**src/rtl/vec_pkg.sv**
```systemverilog
// Shared definitions for the vector execute stage: ALU opcodes, sequencer
// state encoding and default geometry.
package vec_pkg;

    localparam int WIDTH_DEF = 19;
    localparam int LANES_DEF = 4;
    localparam int SELW_DEF  = 4;

    localparam logic [3:0] OP_ADD = 4'b0100;
    localparam logic [3:0] OP_SUB = 4'b0101;
    localparam logic [3:0] OP_MUL = 4'b0110;
    localparam logic [3:0] OP_DIV = 4'b0111;

    typedef enum logic [1:0] {
        IDLE = 2'd0,
        RUN  = 2'd1,
        DONE = 2'd2
    } seq_state_t;

endpackage

```
**src/rtl/vec_alu_sequencer.sv**
```systemverilog
// Vector ALU sequencer: latches a vector operand bundle, walks the shared
// scalar ALU across the lanes one element per cycle, collects results and
// flags per lane, and hands the result bundle to writeback via valid/ready.
module vec_alu_sequencer
    import vec_pkg::*;
#(
    parameter int WIDTH = WIDTH_DEF,
    parameter int LANES = LANES_DEF,
    parameter int SELW  = SELW_DEF
) (
    input  logic                   clk,
    input  logic                   rst,
    input  logic                   in_valid,
    output logic                   in_ready,
    input  logic [LANES*WIDTH-1:0] in_a,
    input  logic [LANES*WIDTH-1:0] in_b,
    input  logic [SELW-1:0]        in_sel,
    input  logic                   in_bcast,
    output logic [WIDTH-1:0]       alu_a,
    output logic [WIDTH-1:0]       alu_b,
    output logic [SELW-1:0]        alu_sel,
    input  logic [WIDTH-1:0]       alu_out,
    input  logic                   alu_n,
    input  logic                   alu_z,
    input  logic                   alu_v,
    input  logic                   alu_c,
    output logic                   out_valid,
    input  logic                   out_ready,
    output logic [LANES*WIDTH-1:0] out_res,
    output logic [LANES-1:0]       out_n,
    output logic [LANES-1:0]       out_z,
    output logic [LANES-1:0]       out_v,
    output logic [LANES-1:0]       out_c,
    output logic                   out_any_v,
    output logic                   out_all_z
);

    localparam int CW = $clog2(LANES);

    seq_state_t             r_state;
    seq_state_t             w_next_state;
    logic [CW-1:0]          r_cnt;
    logic [LANES*WIDTH-1:0] r_a;
    logic [LANES*WIDTH-1:0] r_b;
    logic [SELW-1:0]        r_sel;
    logic                   r_bcast;
    logic [LANES*WIDTH-1:0] r_res;
    logic [LANES-1:0]       r_n;
    logic [LANES-1:0]       r_z;
    logic [LANES-1:0]       r_v;
    logic [LANES-1:0]       r_c;
    logic                   w_accept;
    logic                   w_last;
    int                     w_lane;

    // Handshake and lane bookkeeping. Gating in_ready with rst keeps an
    // accept from appearing on the same edge that reset wins.
    assign in_ready  = (r_state == IDLE) && !rst;
    assign w_accept  = in_valid && in_ready;
    assign w_last    = (r_cnt == CW'(LANES - 1));
    assign w_lane    = int'(r_cnt);

    // State register: reset aborts whatever bundle is in flight.
    always_ff @(posedge clk) begin
        // NOTE: sequential state uses non-blocking assignments so every
        // register samples the pre-edge values of its neighbours.
        if (rst) r_state <= IDLE;
        else     r_state <= w_next_state;
    end

    // Next-state logic: RUN lasts exactly LANES cycles, DONE waits for writeback.
    always_comb begin
        // NOTE: default first so no path through the case leaves the
        // signal unassigned and infers a latch.
        w_next_state = r_state;
        case (r_state)
            IDLE:    if (w_accept)  w_next_state = RUN;
            RUN:     if (w_last)    w_next_state = DONE;
            DONE:    if (out_ready) w_next_state = IDLE;
            default: w_next_state = IDLE;
        endcase
    end

    // Operand latches, loaded only on accept.
    always_ff @(posedge clk) begin
        // NOTE: no reset here; these are only read in RUN, which can only be
        // entered through an accept that loads them.
        if (w_accept) begin
            r_a     <= in_a;
            r_b     <= in_b;
            r_sel   <= in_sel;
            r_bcast <= in_bcast;
        end
    end

    // Lane counter and per-lane result/flag capture.
    always_ff @(posedge clk) begin
        if (rst) begin
            r_cnt <= '0;
            r_res <= '0;
            r_n   <= '0;
            r_z   <= '0;
            r_v   <= '0;
            r_c   <= '0;
        end else if (w_accept) begin
            r_cnt <= '0;
            r_res <= '0;
            r_n   <= '0;
            r_z   <= '0;
            r_v   <= '0;
            r_c   <= '0;
        end else if (r_state == RUN) begin
            r_res[w_lane*WIDTH +: WIDTH] <= alu_out;
            r_n[r_cnt]                   <= alu_n;
            r_z[r_cnt]                   <= alu_z;
            r_v[r_cnt]                   <= alu_v;
            r_c[r_cnt]                   <= alu_c;
            r_cnt                        <= w_last ? '0 : r_cnt + CW'(1);
        end
    end

    // ALU operand steering: lane k of A, lane k (or lane 0 when broadcasting) of B.
    always_comb begin
        alu_a   = '0;
        alu_b   = '0;
        alu_sel = '0;
        if (r_state == RUN) begin
            alu_a   = r_a[w_lane*WIDTH +: WIDTH];
            alu_b   = r_bcast ? r_b[WIDTH-1:0] : r_b[w_lane*WIDTH +: WIDTH];
            alu_sel = r_sel;
        end
    end

    // Result presentation; aggregates are only meaningful while the bundle is valid.
    assign out_valid = (r_state == DONE);
    assign out_res   = r_res;
    assign out_n     = r_n;
    assign out_z     = r_z;
    assign out_v     = r_v;
    assign out_c     = r_c;
    assign out_any_v = out_valid && (|r_v);
    assign out_all_z = out_valid && (&r_z);

endmodule
```
**config.mk**
```make
export PLATFORM = sky130hd
export DESIGN_NAME = vec_alu_sequencer
export DESIGN_NICKNAME = d
export VERILOG_FILES = /design/src/rtl/vec_pkg.sv /design/src/rtl/vec_alu_sequencer.sv
export SDC_FILE = /design/constraint.sdc
export NUM_CORES = 1
export LEC_CHECK = 0
export CORE_MARGIN = 5
export CORE_UTILIZATION = 46
export CTS_CLUSTER_SIZE = 28
export DETAILED_ROUTE_END_ITERATION = 7
export PLACE_DENSITY = 0.84
export SLEW_MARGIN = 15
export SYNTH_ARGS = -nofsm -noshare
export SYNTH_HDL_FRONTEND = slang
export SYNTH_SLANG_ARGS = --single-unit
```
**constraint.sdc**
```tcl
create_clock -name clk -period 7.1 [get_ports clk]
set_clock_uncertainty 0.05 [all_clocks]
set_input_delay 1.065 -clock clk [delete_from_list [all_inputs] [get_ports clk]]
set_output_delay 1.065 -clock clk [all_outputs]
set_load 0.02 [all_outputs]
```
==> results.md, run 1 <==
- The flow ran to the end, and the final reports show no timing, DRC or antenna violations.
- The power density over cell area is 232 nW/um2.
- Global routing consumed, on the met1 layer, 25.1% of the routing resources.
- The worst path uses 63.9% of the clock period.
- The total number of placement rows is 53.
- The first-pass GRT wire length is 40700 um.
- A synthesized cell averages 13.8 um2.
- The number of gates resized after CTS was 0.
- The worst-case IR drop observed on VDD is 0.216 mV.
- The maximum number of pins on one net before global-route repair is 77.
- The synthesized netlist contains 36 unique library cells.
- The total count of hold-check failures in the final report is 0.
- The share of layout cells above drive strength 1 is 8.77%.
- The detailed router's first-iteration violation count is 406.
- The area growth from synthesis to layout is 42.5%.
- The routing usage on met3 is 6.52%.
- The classification of the worst-slack hold path is reg2reg.
- The number of clock sinks is 253.
- For this run, the top clock speed supported by timing is 220 MHz.
- Combinational logic is responsible for 9.9% of the overall power.
- The die covers 23900 um2.
- The first detailed-routing pass ran for 5 iterations.
- The overall global routing resource usage is 21.3%.
- Total power for the finished layout comes to 3.19 mW.
- Synthesis inferred 253 register bits.
- Of all nets on the critical path, the largest fanout is 41.
- Counting the fill cells in the layout gives 1488.
- After global routing, the most crowded layer is met2.
- The antenna cell count is 0.
- The via count of the first global-routing pass came to 7343.
- The routed layout has 7053 vias.
- The TritonCTS clock tree is built.
- The slack of the worst reg-to-reg path is 3900 ps.
- The shortest clock period the worst path allows after layout is 4540 ps.
- Buffers added to address setup during post-CTS repair amount to 0.
- The initial core utilization is 46.3%.
- The transition time at the pin with the least slew margin is 995 ps.
- The quantity of hold-fixing buffers added after cts is 0.
- In this run the power spent charging and discharging nets is 0.692 mW.
- The mapped netlist covers 9640 um2.
- Clock-pin slew was measured on the worst setup and hold paths at 60 ps.
- Setup repair after global routing left no endpoint under its margin.
- The number of maximum-capacitance constraint violations is 0.
- The internal power consumption is 2.49 mW.
- The critical path start-end classification is reg2out.
- For met2 alone, demand over resource in global routing was 37.4%.
- The cell with the largest stage delay on the worst path is nor2b_4.
- In this run the remaining antenna-violating nets after routing total 0.
- The routed wire length is 26500 um.
- The sequential cell fraction of total power is 51.1%.
- The maximum root-to-sink buffer count is 3.
- The maximum single-stage delay on the critical path is 800 ps.
- At the end of the flow, the number of nets in the layout was 1191.
- For this run, the register share of the synthesized area comes to 68.9%.
- The core region is 20800 um2.
- The setup TNS after final layout is 0 ps.
- The sum of net half-perimeters after detailed placement is 18600 um.
- Input and output buffers added on the ports amount to 321.
- From bottom edge to top edge, the die measures 155 um.
- The post-synthesis cell count is 696.
- The element type at the critical path start is a flop.
- The leakage power of the design is 4.55 nW.
- Setup violations remaining at the end of the flow were counted as 0.
- Clock latency on the worst-skew pair, taken at its later pin, is 510 ps.
- Data on the critical path arrives at its endpoint at 3420 ps.
- In this run the tightest slew margin relative to its limit is 33.7%.
- The number of max-slew violations in the final report is 0.
- For this run, design rule violations remaining after detail routing come to 0.
- The via density per instance is 5.47.
- Traced cell by cell, the critical path runs through nor2b_4 -> buf_4 -> and2_1 -> clkdlybuf4s50_1.
- The number of nets handed over by synthesis was 888.
- Buffers inserted during clock tree synthesis total 25.
- Net switching is 21.7% of the power.
- The share of power burned in the clock network is 39.0%.
- The routed length per placed instance is 20.5 um.
- The H-tree depth is 1.
- The initial antenna violation count is 0.
- The endpoint class of the critical path is an output pin.
- During synthesis, Yosys emitted a total of 0 warnings.
- The root buffer cell chosen for the clock tree is clkbuf_16.
- The total congestion overflow is 0.
- The last weighted congestion value of the routability-driven placer is 0.823.
- Data on the critical path is required at its endpoint by 5980 ps.
- For this design the top-level I/O count stands at 322.
- The die boundary width is 155 um.
metal layers:
layer / wire (um) / share of wire, %
met5: 0 / 0
met2: 13400 / 50
met3: 2660 / 10
met4: 737 / 2.8
met1: 9700 / 37
cells by family (layout without fill, tap and decap cells):
group                    Yosys count  after routing  share of synthesized area, %
adder cells (fa/ha/maj)            8              8                          1.04
multiplexers                      40             40                          6.87
AND/OR/NAND/NOR                  201            201                          10.2
AO/OA/AOI/OAI                    136            136                          9.68
flip-flops                       253            253                          68.9
buffers and inverters             58            377                          3.32
layout make-up:
class                      count  area, um2  area share [%]
clock inverter                12       81.3           0.592
tap                          275        344            2.51
multi-input combinational    385       2690            19.6
clock buffer                  31        688            5.01
timing repair buffer         329       3270            23.8
inverter                       5       18.8           0.137
sequential                   253       6640            48.3
placed cells by master (no fill, tap or decap), types with 24 or more instances in the layout:
cell type,instances
a21oi_1,38
a32oi_1,57
and2_1,24
clkbuf_16,25
clkdlybuf4s50_1,321
dfxtp_1,95
edfxtp_1,157
nand2_1,37
nand3_1,35
nor2_1,79
state kept, by name, indices dropped and copies added, names as in the netlist:
name,cells
r_cnt,2
r_b,76
r_a,76
out_c,4
r_state,2
out_v,4
r_sel,4
out_n,4
out_z,4
out_res,76
r_bcast,1
cells in the mapped netlist:
library cell  count  area share, %
nand2b_1          5           0.32
buf_1             2          0.078
buf_2            25            1.3
nand3b_4          2           0.42
nor2b_1           3           0.19
and2_1           25            1.6
a21oi_1          38            2.0
nand3_1          35            1.8
o221ai_1          2           0.18
buf_4            10           0.78
and3b_1           1          0.091
and4bb_1          1           0.13
mux2_2           19            2.2
ha_1              8            1.0
o21ba_2           1           0.10
or3b_1            1          0.091
a32oi_1          57            5.2
mux4_2           19            4.4
nand4_1           1          0.065
o21ai_0          18           0.93
inv_1             5           0.19
o22ai_1          19            1.2
nor3_1            2           0.10
a21o_1            1          0.078
and4bb_2          1           0.13
nand2_1          37            1.4
nor3b_4           1           0.19
nand3b_1          6           0.47
nor4_1            1          0.065
mux2i_1           2           0.21
clkbuf_1          9           0.35
clkbuf_2          3           0.16
nor2_1           79            3.1
edfxtp_1        157             49
buf_6             4           0.47
dfxtp_1          96             20
worst paths after layout:
| check | startpoint | endpoint | cells past startpoint |
|---|---|---|---|
| setup / recovery | r_state[0] | alu_a[18] | 4 |
| hold / removal | out_res[48] | out_res[48] | 2 |
| setup reg to reg | r_cnt[0] | out_res[47] | 6 |
| hold reg to reg | out_res[48] | out_res[48] | 2 |
power by group through the flow:
stage | registers [mW] | logic, mW | clock network, mW
after CTS | 1.63 | 0.317 | 1.26
after floorplan | 1.66 | 0.138 | 0
after global routing | 1.63 | 0.335 | 1.32
after detailed placement | 1.66 | 0.314 | 0
after global placement | 1.66 | 0.309 | 0
final | 1.63 | 0.315 | 1.24
worst max-delay path: cells and delay by family (launching register included):
| family | cells | cell delay [ps] |
|---|---|---|
| buffers and inverters | 2 | 1140 |
| DFF | 1 | 730 |
| and+or+nand+nor | 2 | 1020 |
per-stage QoR:
step           area (um2)  hold WS [ps]  utilization [%]  setup slack (ps)  cells
4_1_cts             13700           402             66.0              2540   1290
3_3_place_gp        13000           388             62.3              3260   1247
3_5_place_dp        13000           394             62.3              3100   1247
2_1_floorplan        9640           478                -              1260    696
5_1_grt             13700           433             66.0              2370   1290
6_report            13700           403             66.0              2560   1290
No activity file was read; power rests on OpenSTA's default activity.
==> run 2, diff against run 1 <==
clock period = 4.74 ns   (was 7.1 ns; I/O delays follow)
==> results.md, run 2 (synthesis gave the netlist of run 1 again) <==
- Run status: completed (unchanged).
- The core area is 20800 um2 (unchanged).
- The first-pass GRT wire length is 41500 um (was 40700 um).
- The I/O pin count is 322 (unchanged).
- The count of instances resized after the clock tree is built is 0 (unchanged).
- The total congestion overflow is 0 (unchanged).
- The endpoint class of the critical path is an output pin (unchanged).
- The total count of hold-check failures in the final report is 0 (unchanged).
- Static timing analysis puts the maximum clock frequency at 249 MHz.
- The maximum root-to-sink buffer count came to 3 (unchanged).
- The area growth from synthesis to layout is 44.2% (was 42.5%).
- The routed wire length is 27300 um (was 26500 um).
- The setup TNS after final layout is 0 ps (unchanged).
- The length of the first detailed-routing pass in iterations came to 5 (unchanged).
- The vertical die dimension came to 155 um (unchanged).
- The die boundary width is 155 um (unchanged).
- The number of maximum-capacitance constraint violations is 0 (unchanged).
- The setup violation total in the final timing report was 0 (unchanged).
- The net count of the finished layout is 1198 (was 1191).
- The clock buffer count from CTS came to 26 (was 25).
- The H-tree depth is 1 (unchanged).
- The number of buffers inserted to repair setup after CTS is 0 (unchanged).
- The commonest non-fill, non-tap cell in the layout is clkdlybuf4s50_1 (unchanged).
- The count of antenna-violating nets left after detailed routing is 0 (unchanged).
- The storage element area is 6640 um2 (unchanged).
- The total vias in the final route came to 7077 (was 7053).
- Leading cell types in the layout, fill and taps excluded: 321 x clkdlybuf4s50_1, 157 x edfxtp_1, 95 x dfxtp_1, 79 x nor2_1, 57 x a32oi_1 (unchanged).
- The combined area of the multi-input logic cells is 2690 um2 (unchanged).
- The final period utilization is 84.9%.
- The via density per instance is 5.44 (was 5.47).
- The worst path in the final design needs a cycle of 4020 ps, including I/O delays and setup.
- The critical path start-end classification is reg2out (unchanged).
- The final core utilization is 66.7% (was 66.0%).
- The pre-CTS worst setup slack is 1260 ps (was 3100 ps).
- The count of buffers from port buffering is 321 (unchanged).
- The overall global routing resource usage is 22.0% (was 21.3%).
- The worst ir drop on vdd is 0.333 mV (was 0.216 mV).
- The via count of the first global-routing pass is 7321 (was 7343).
- The TritonCTS clock tree is built (unchanged).
- The antenna cell count was 0 (unchanged).
- The worst-skew pair later-pin latency was 520 ps (was 510 ps).
- The remaining routing DRC violations is 0 (unchanged).
- The sum of net half-perimeters after detailed placement is 19200 um (was 18600 um).
- The number of inserted filler cells in the final layout is 1511 (was 1488).
- The routed length per placed instance came to 21.0 um (was 20.5 um).
- The transition time at the pin with the least slew margin is 940 ps (was 995 ps).
- The maximum number of pins on one net before global-route repair is 68 (was 77).
- The placed standard-cell area is 13000 um2 (about the same).
- The required time at the endpoint of the critical path came to 3980 ps (was 5980 ps).
- The classification of the worst-slack hold path is reg2reg (unchanged).
- The last weighted congestion value of the routability-driven placer was 0.835 (was 0.823).
- The leakage power of the design is 4.64 nW (was 4.55 nW).
- The final hold slack came to 401 ps (was 403 ps).
- The peak fanout along the critical path came to 39 (was 41).
- The die area came to 23900 um2 (unchanged).
- The post-route cell area is 13900 um2 (was 13700 um2).
- The detailed router's first-iteration violation count is 515 (was 406).
- The worst-case setup margin in the final layout is 718 ps (was 2560 ps).
- The total number of placement rows is 53 (unchanged).
- The initial antenna violation count came to 0 (unchanged).
- Setup repair after global routing missed its margin: false (unchanged).
- The quantity of hold-fixing buffers added after cts is 0 (unchanged).
- The clock transition time at the flip-flop clock pins of the worst setup and hold paths was 60 ps (about the same).
- The data arrival time of the critical path came to 3260 ps (was 3420 ps).
- The share of layout cells above drive strength 1 was 9.84% (was 8.77%).
- The number of max-slew violations in the final report is 0 (unchanged).
- The worst max-slew margin expressed relative to the limit is 37.3% (was 33.7%).
- The CTS root buffer is clkbuf_16 (unchanged).
- The element type at the critical path start is a flop (unchanged).
- The power density over cell area is 358 nW/um2 (was 232 nW/um2).
- The number of clock sinks came to 253 (unchanged).
- The initial core utilization came to 46.3% (unchanged).
## run 2: cell types whose count changed in the layout (fill, tap and decap cells not counted)
| cell | change |
|---|---|
| buf_12 | +1 |
| buf_4 | +5 |
| bufinv_16 | +1 |
| clkbuf_1 | +2 |
| clkbuf_16 | +3 |
| clkbuf_8 | -1 |
| clkinv_1 | -2 |
| clkinv_2 | +3 |
| clkinv_4 | -1 |
| inv_1 | -1 |
| inv_6 | +1 |
## run 2: where the power goes
group	total [mW]	switching, mW	internal, mW
logic	0.484	0.226	0.258
clock network	2.06	0.828	1.23
registers	2.44	0.0296	2.41
## run 2: worst paths after layout
kind	slack, ps	start	end	cells past startpoint
max reg2reg	1710	r_cnt[1]	out_res[48]	6
min reg2reg	400	out_res[39]	out_res[39]	2
min	400	out_res[39]	out_res[39]	2
max	720	r_state[0]	alu_a[2]	4
## run 2: critical path: stages (launching register included)
cell,delay [ps]
dfxtp_1,720
nor2b_4,850
buf_4,370
and2_1,170
clkdlybuf4s50_1,620
## run 2: area by class of cell
type | instances | share of cell area (%)
clock buffer | 35 | 5.45
clock inverter | 13 | 0.828
inverter | 5 | 0.135
multi-input combinational | 385 | 19.4
sequential | 253 | 47.8
tap | 275 | 2.48
timing repair buffer | 335 | 24.0
## run 2: metrics by stage
step / std cells / total power [mW]
6_report: 1301 / 4.98
5_1_grt: 1301 / 5.15
4_1_cts: 1301 / 5.03
3_5_place_dp: 1253 / 2.97
3_3_place_gp: 1253 / 2.96
2_1_floorplan: 696 / 2.69
## run 2: routing by layer
metal  vias up  GRT usage, %  part of all wire, %
li1       3254             -                    -
met1      3377          25.0                   35
met2       387          38.9                   50
met3        59          6.99                   10
met4         0          8.20                  4.0
met5         -             0                    0
==> run 3, diff against run 2 <==
clock period = 4.2 ns   (was 4.74 ns; I/O delays follow)
==> results.md, run 3 (synthesis gave the netlist of run 1 again) <==
- The data arrival time of the critical path was 3020 ps (was 3260 ps).
- The classification of the worst-slack hold path is reg2reg (unchanged).
- The cell with the largest stage delay on the worst path is dfxtp_1 (was nor2b_4).
- The routed wire length came to 26400 um (was 27300 um).
- The remaining routing DRC violations is 0 (unchanged).
- The length of the first detailed-routing pass in iterations is 5 (unchanged).
- The die area is 23900 um2 (unchanged).
- The count of instances resized after the clock tree is built is 0 (unchanged).
- In the finished design, the share of the clock period the worst path needs comes to 88.1%.
- The overall global routing resource usage is 21.3% (was 22.0%).
- The clock transition time at the flip-flop clock pins of the worst setup and hold paths was 60 ps (about the same).
- The sequential cell fraction of total power is 50.2% (was 49.0%).
- The number of maximum-capacitance constraint violations came to 0 (unchanged).
- The net count of the finished layout came to 1196 (was 1198).
- The antenna cell count came to 0 (unchanged).
- The cell class contributing the biggest share of worst-path delay is buffers and inverters (was simple AND/OR/NAND/NOR gates).
- The number of cells on the critical path is 4 (unchanged).
- The quantity of hold-fixing buffers added after cts was 0 (unchanged).
- The initial core utilization is 46.3% (unchanged).
- For this run, the top clock speed supported by timing is 270 MHz.
- The worst ir drop on vdd came to 0.342 mV (was 0.333 mV).
- The total congestion overflow is 0 (unchanged).
- The via count of the first global-routing pass was 7310 (was 7321).
- The worst reg-to-reg path cell count is 5 (was 6).
- Leading cell types in the layout, fill and taps excluded: 321 x clkdlybuf4s50_1, 157 x edfxtp_1, 95 x dfxtp_1, 79 x nor2_1, 57 x a32oi_1 (unchanged).
- The element type at the critical path start is a flop (unchanged).
- The internal power consumption is 4.31 mW (was 3.89 mW).
- The endpoint class of the critical path was an output pin (unchanged).
- The post-layout instance count excluding filler cells is 1297 (was 1301).
- The total number of placement rows is 53 (unchanged).
- The leakage power of the design is 4.61 nW (was 4.64 nW).
- The last weighted congestion value of the routability-driven placer is 0.825 (was 0.835).
- The number of buffers inserted to repair setup after CTS came to 0 (unchanged).
- The transition time at the pin with the least slew margin is 887 ps (was 940 ps).
- The detailed router's first-iteration violation count came to 415 (was 515).
- The clock buffer count from CTS is 25 (was 26).
- The peak fanout along the critical path is 26 (was 39).
- The number of max-slew violations in the final report is 0 (unchanged).
- The routed length per placed instance is 20.3 um (was 21.0 um).
- The shortest clock period the worst path allows after layout is 3700 ps.
- The pre-CTS worst setup slack came to 1000 ps (was 1260 ps).
- Setup repair after global routing missed its margin: false (unchanged).
- The core area came to 20800 um2 (unchanged).
- The share of power burned in the clock network is 39.8% (was 41.3%).
- The count of antenna-violating nets left after detailed routing is 0 (unchanged).
- The required time at the endpoint of the critical path is 3520 ps (was 3980 ps).
- The worst max-slew margin expressed relative to the limit is 40.9% (was 37.3%).
- The TritonCTS clock tree is built (unchanged).
- The cell count after placement came to 1252 (was 1253).
- The maximum single-stage delay on the critical path was 710 ps (was 850 ps).
- The worst-skew pair later-pin latency is 510 ps (was 520 ps).
- The maximum root-to-sink buffer count is 3 (unchanged).
- The total count of hold-check failures in the final report was 0 (unchanged).
- The switching power was 1.16 mW (was 1.08 mW).
- The portion of total power attributed to combinational logic is 10.0% (was 9.7%).
- The critical path start-end classification is reg2out (unchanged).
- The vertical die dimension came to 155 um (unchanged).
- The worst-case setup margin in the final layout came to 501 ps (was 718 ps).
- The count of buffering cells on the critical path with inverters included is 2 (unchanged).
- The area growth from synthesis to layout came to 43.6% (was 44.2%).
- Run status: completed (unchanged).
- The setup TNS after final layout came to 0 ps (unchanged).
- The slack of the worst reg-to-reg path came to 1760 ps (was 1710 ps).
- The via density per instance is 5.46 (was 5.44).
- The CTS root buffer is clkbuf_16 (unchanged).
- The sum of net half-perimeters after detailed placement is 18800 um (was 19200 um).
- The total vias in the final route was 7078 (was 7077).
- The die boundary width is 155 um (unchanged).
- The proportion of total power due to net switching was 21.2% (was 21.8%).
- The worst hold path depth is 2 (unchanged).
- The maximum number of pins on one net before global-route repair is 48 (was 68).
- The initial antenna violation count is 1 (was 0).
- The number of clock sinks is 253 (unchanged).
- The total power of the final layout is 5.48 mW (was 4.98 mW).
- List of cells traversed by the critical path: nor2b_4 -> buf_4 -> and2_1 -> clkdlybuf4s50_1 (unchanged).
- The share of layout cells above drive strength 1 was 9.88% (was 9.84%).
- The I/O pin count is 322 (unchanged).
- The count of buffers from port buffering is 321 (unchanged).
- The first-pass GRT wire length is 40600 um (was 41500 um).
- The setup violation total in the final timing report is 0 (unchanged).
- The power density over cell area was 396 nW/um2 (was 358 nW/um2).
- The commonest non-fill, non-tap cell in the layout is clkdlybuf4s50_1 (unchanged).
- The H-tree depth was 1 (unchanged).
[run 3: changes by cell type in the layout (fill, tap and decap cells not counted), moves of 2 or more]
cell and change:
clkbuf_2 +7, clkbuf_8 +2, clkinv_1 -4, clkinv_2 -3, buf_4 -2, clkbuf_16 -2
[run 3: final timing paths]
path / start / endpoint
worst max-delay path: r_state[0] / alu_a[1]
worst max register to register: r_state[0] / out_res[1]
worst min-delay path: out_res[39] / out_res[39]
worst min register to register: out_res[39] / out_res[39]
[run 3: per-stage QoR]
step	instance area, um2	utilization [%]	hold slack, ps
after detailed placement	13000	62.6	396
after CTS	13800	66.5	404
after floorplan	9640	-	478
after global routing	13800	66.5	423
after global placement	13000	62.6	388
final	13800	66.5	405
[run 3: power groups by stage]
stage | Combinational [mW] | Sequential (mW) | Clock, mW
floorplan | 0.234 | 2.80 | 0
detailed placement | 0.546 | 2.80 | 0
global route | 0.581 | 2.75 | 2.33
global placement | 0.534 | 2.80 | 0
CTS | 0.550 | 2.75 | 2.23
finish | 0.547 | 2.75 | 2.18
[run 3: cell type report]
type                       instances  area [um2]
tap                              275         344
clock buffer                      42         769
clock inverter                     3        40.0
fill                            1461        6980
multi-input combinational        385        2690
sequential                       253        6640
inverter                           5        18.8
timing repair buffer             334        3340
[run 3: routing by layer]
layer / wire [um] / part of all wire (%) / global-route usage (%) / vias to the layer above
li1: - / - / - / 3249
met1: 9590 / 36 / 25.4 / 3399
met2: 13300 / 51 / 37.5 / 383
met3: 2810 / 11 / 6.32 / 45
met4: 626 / 2.4 / 5.76 / 2
met5: 13 / 0.049 / 0 / -
[run 3: worst register-to-register path, delay by kind of cell, from the launching register on]
| kind | cells | cell delay, ps |
|---|---|---|
| and+or+nand+nor | 2 | 830 |
| DFF | 1 | 710 |
| buffers and inverters | 2 | 620 |
| AOI/OAI and AO/OA | 1 | 140 |
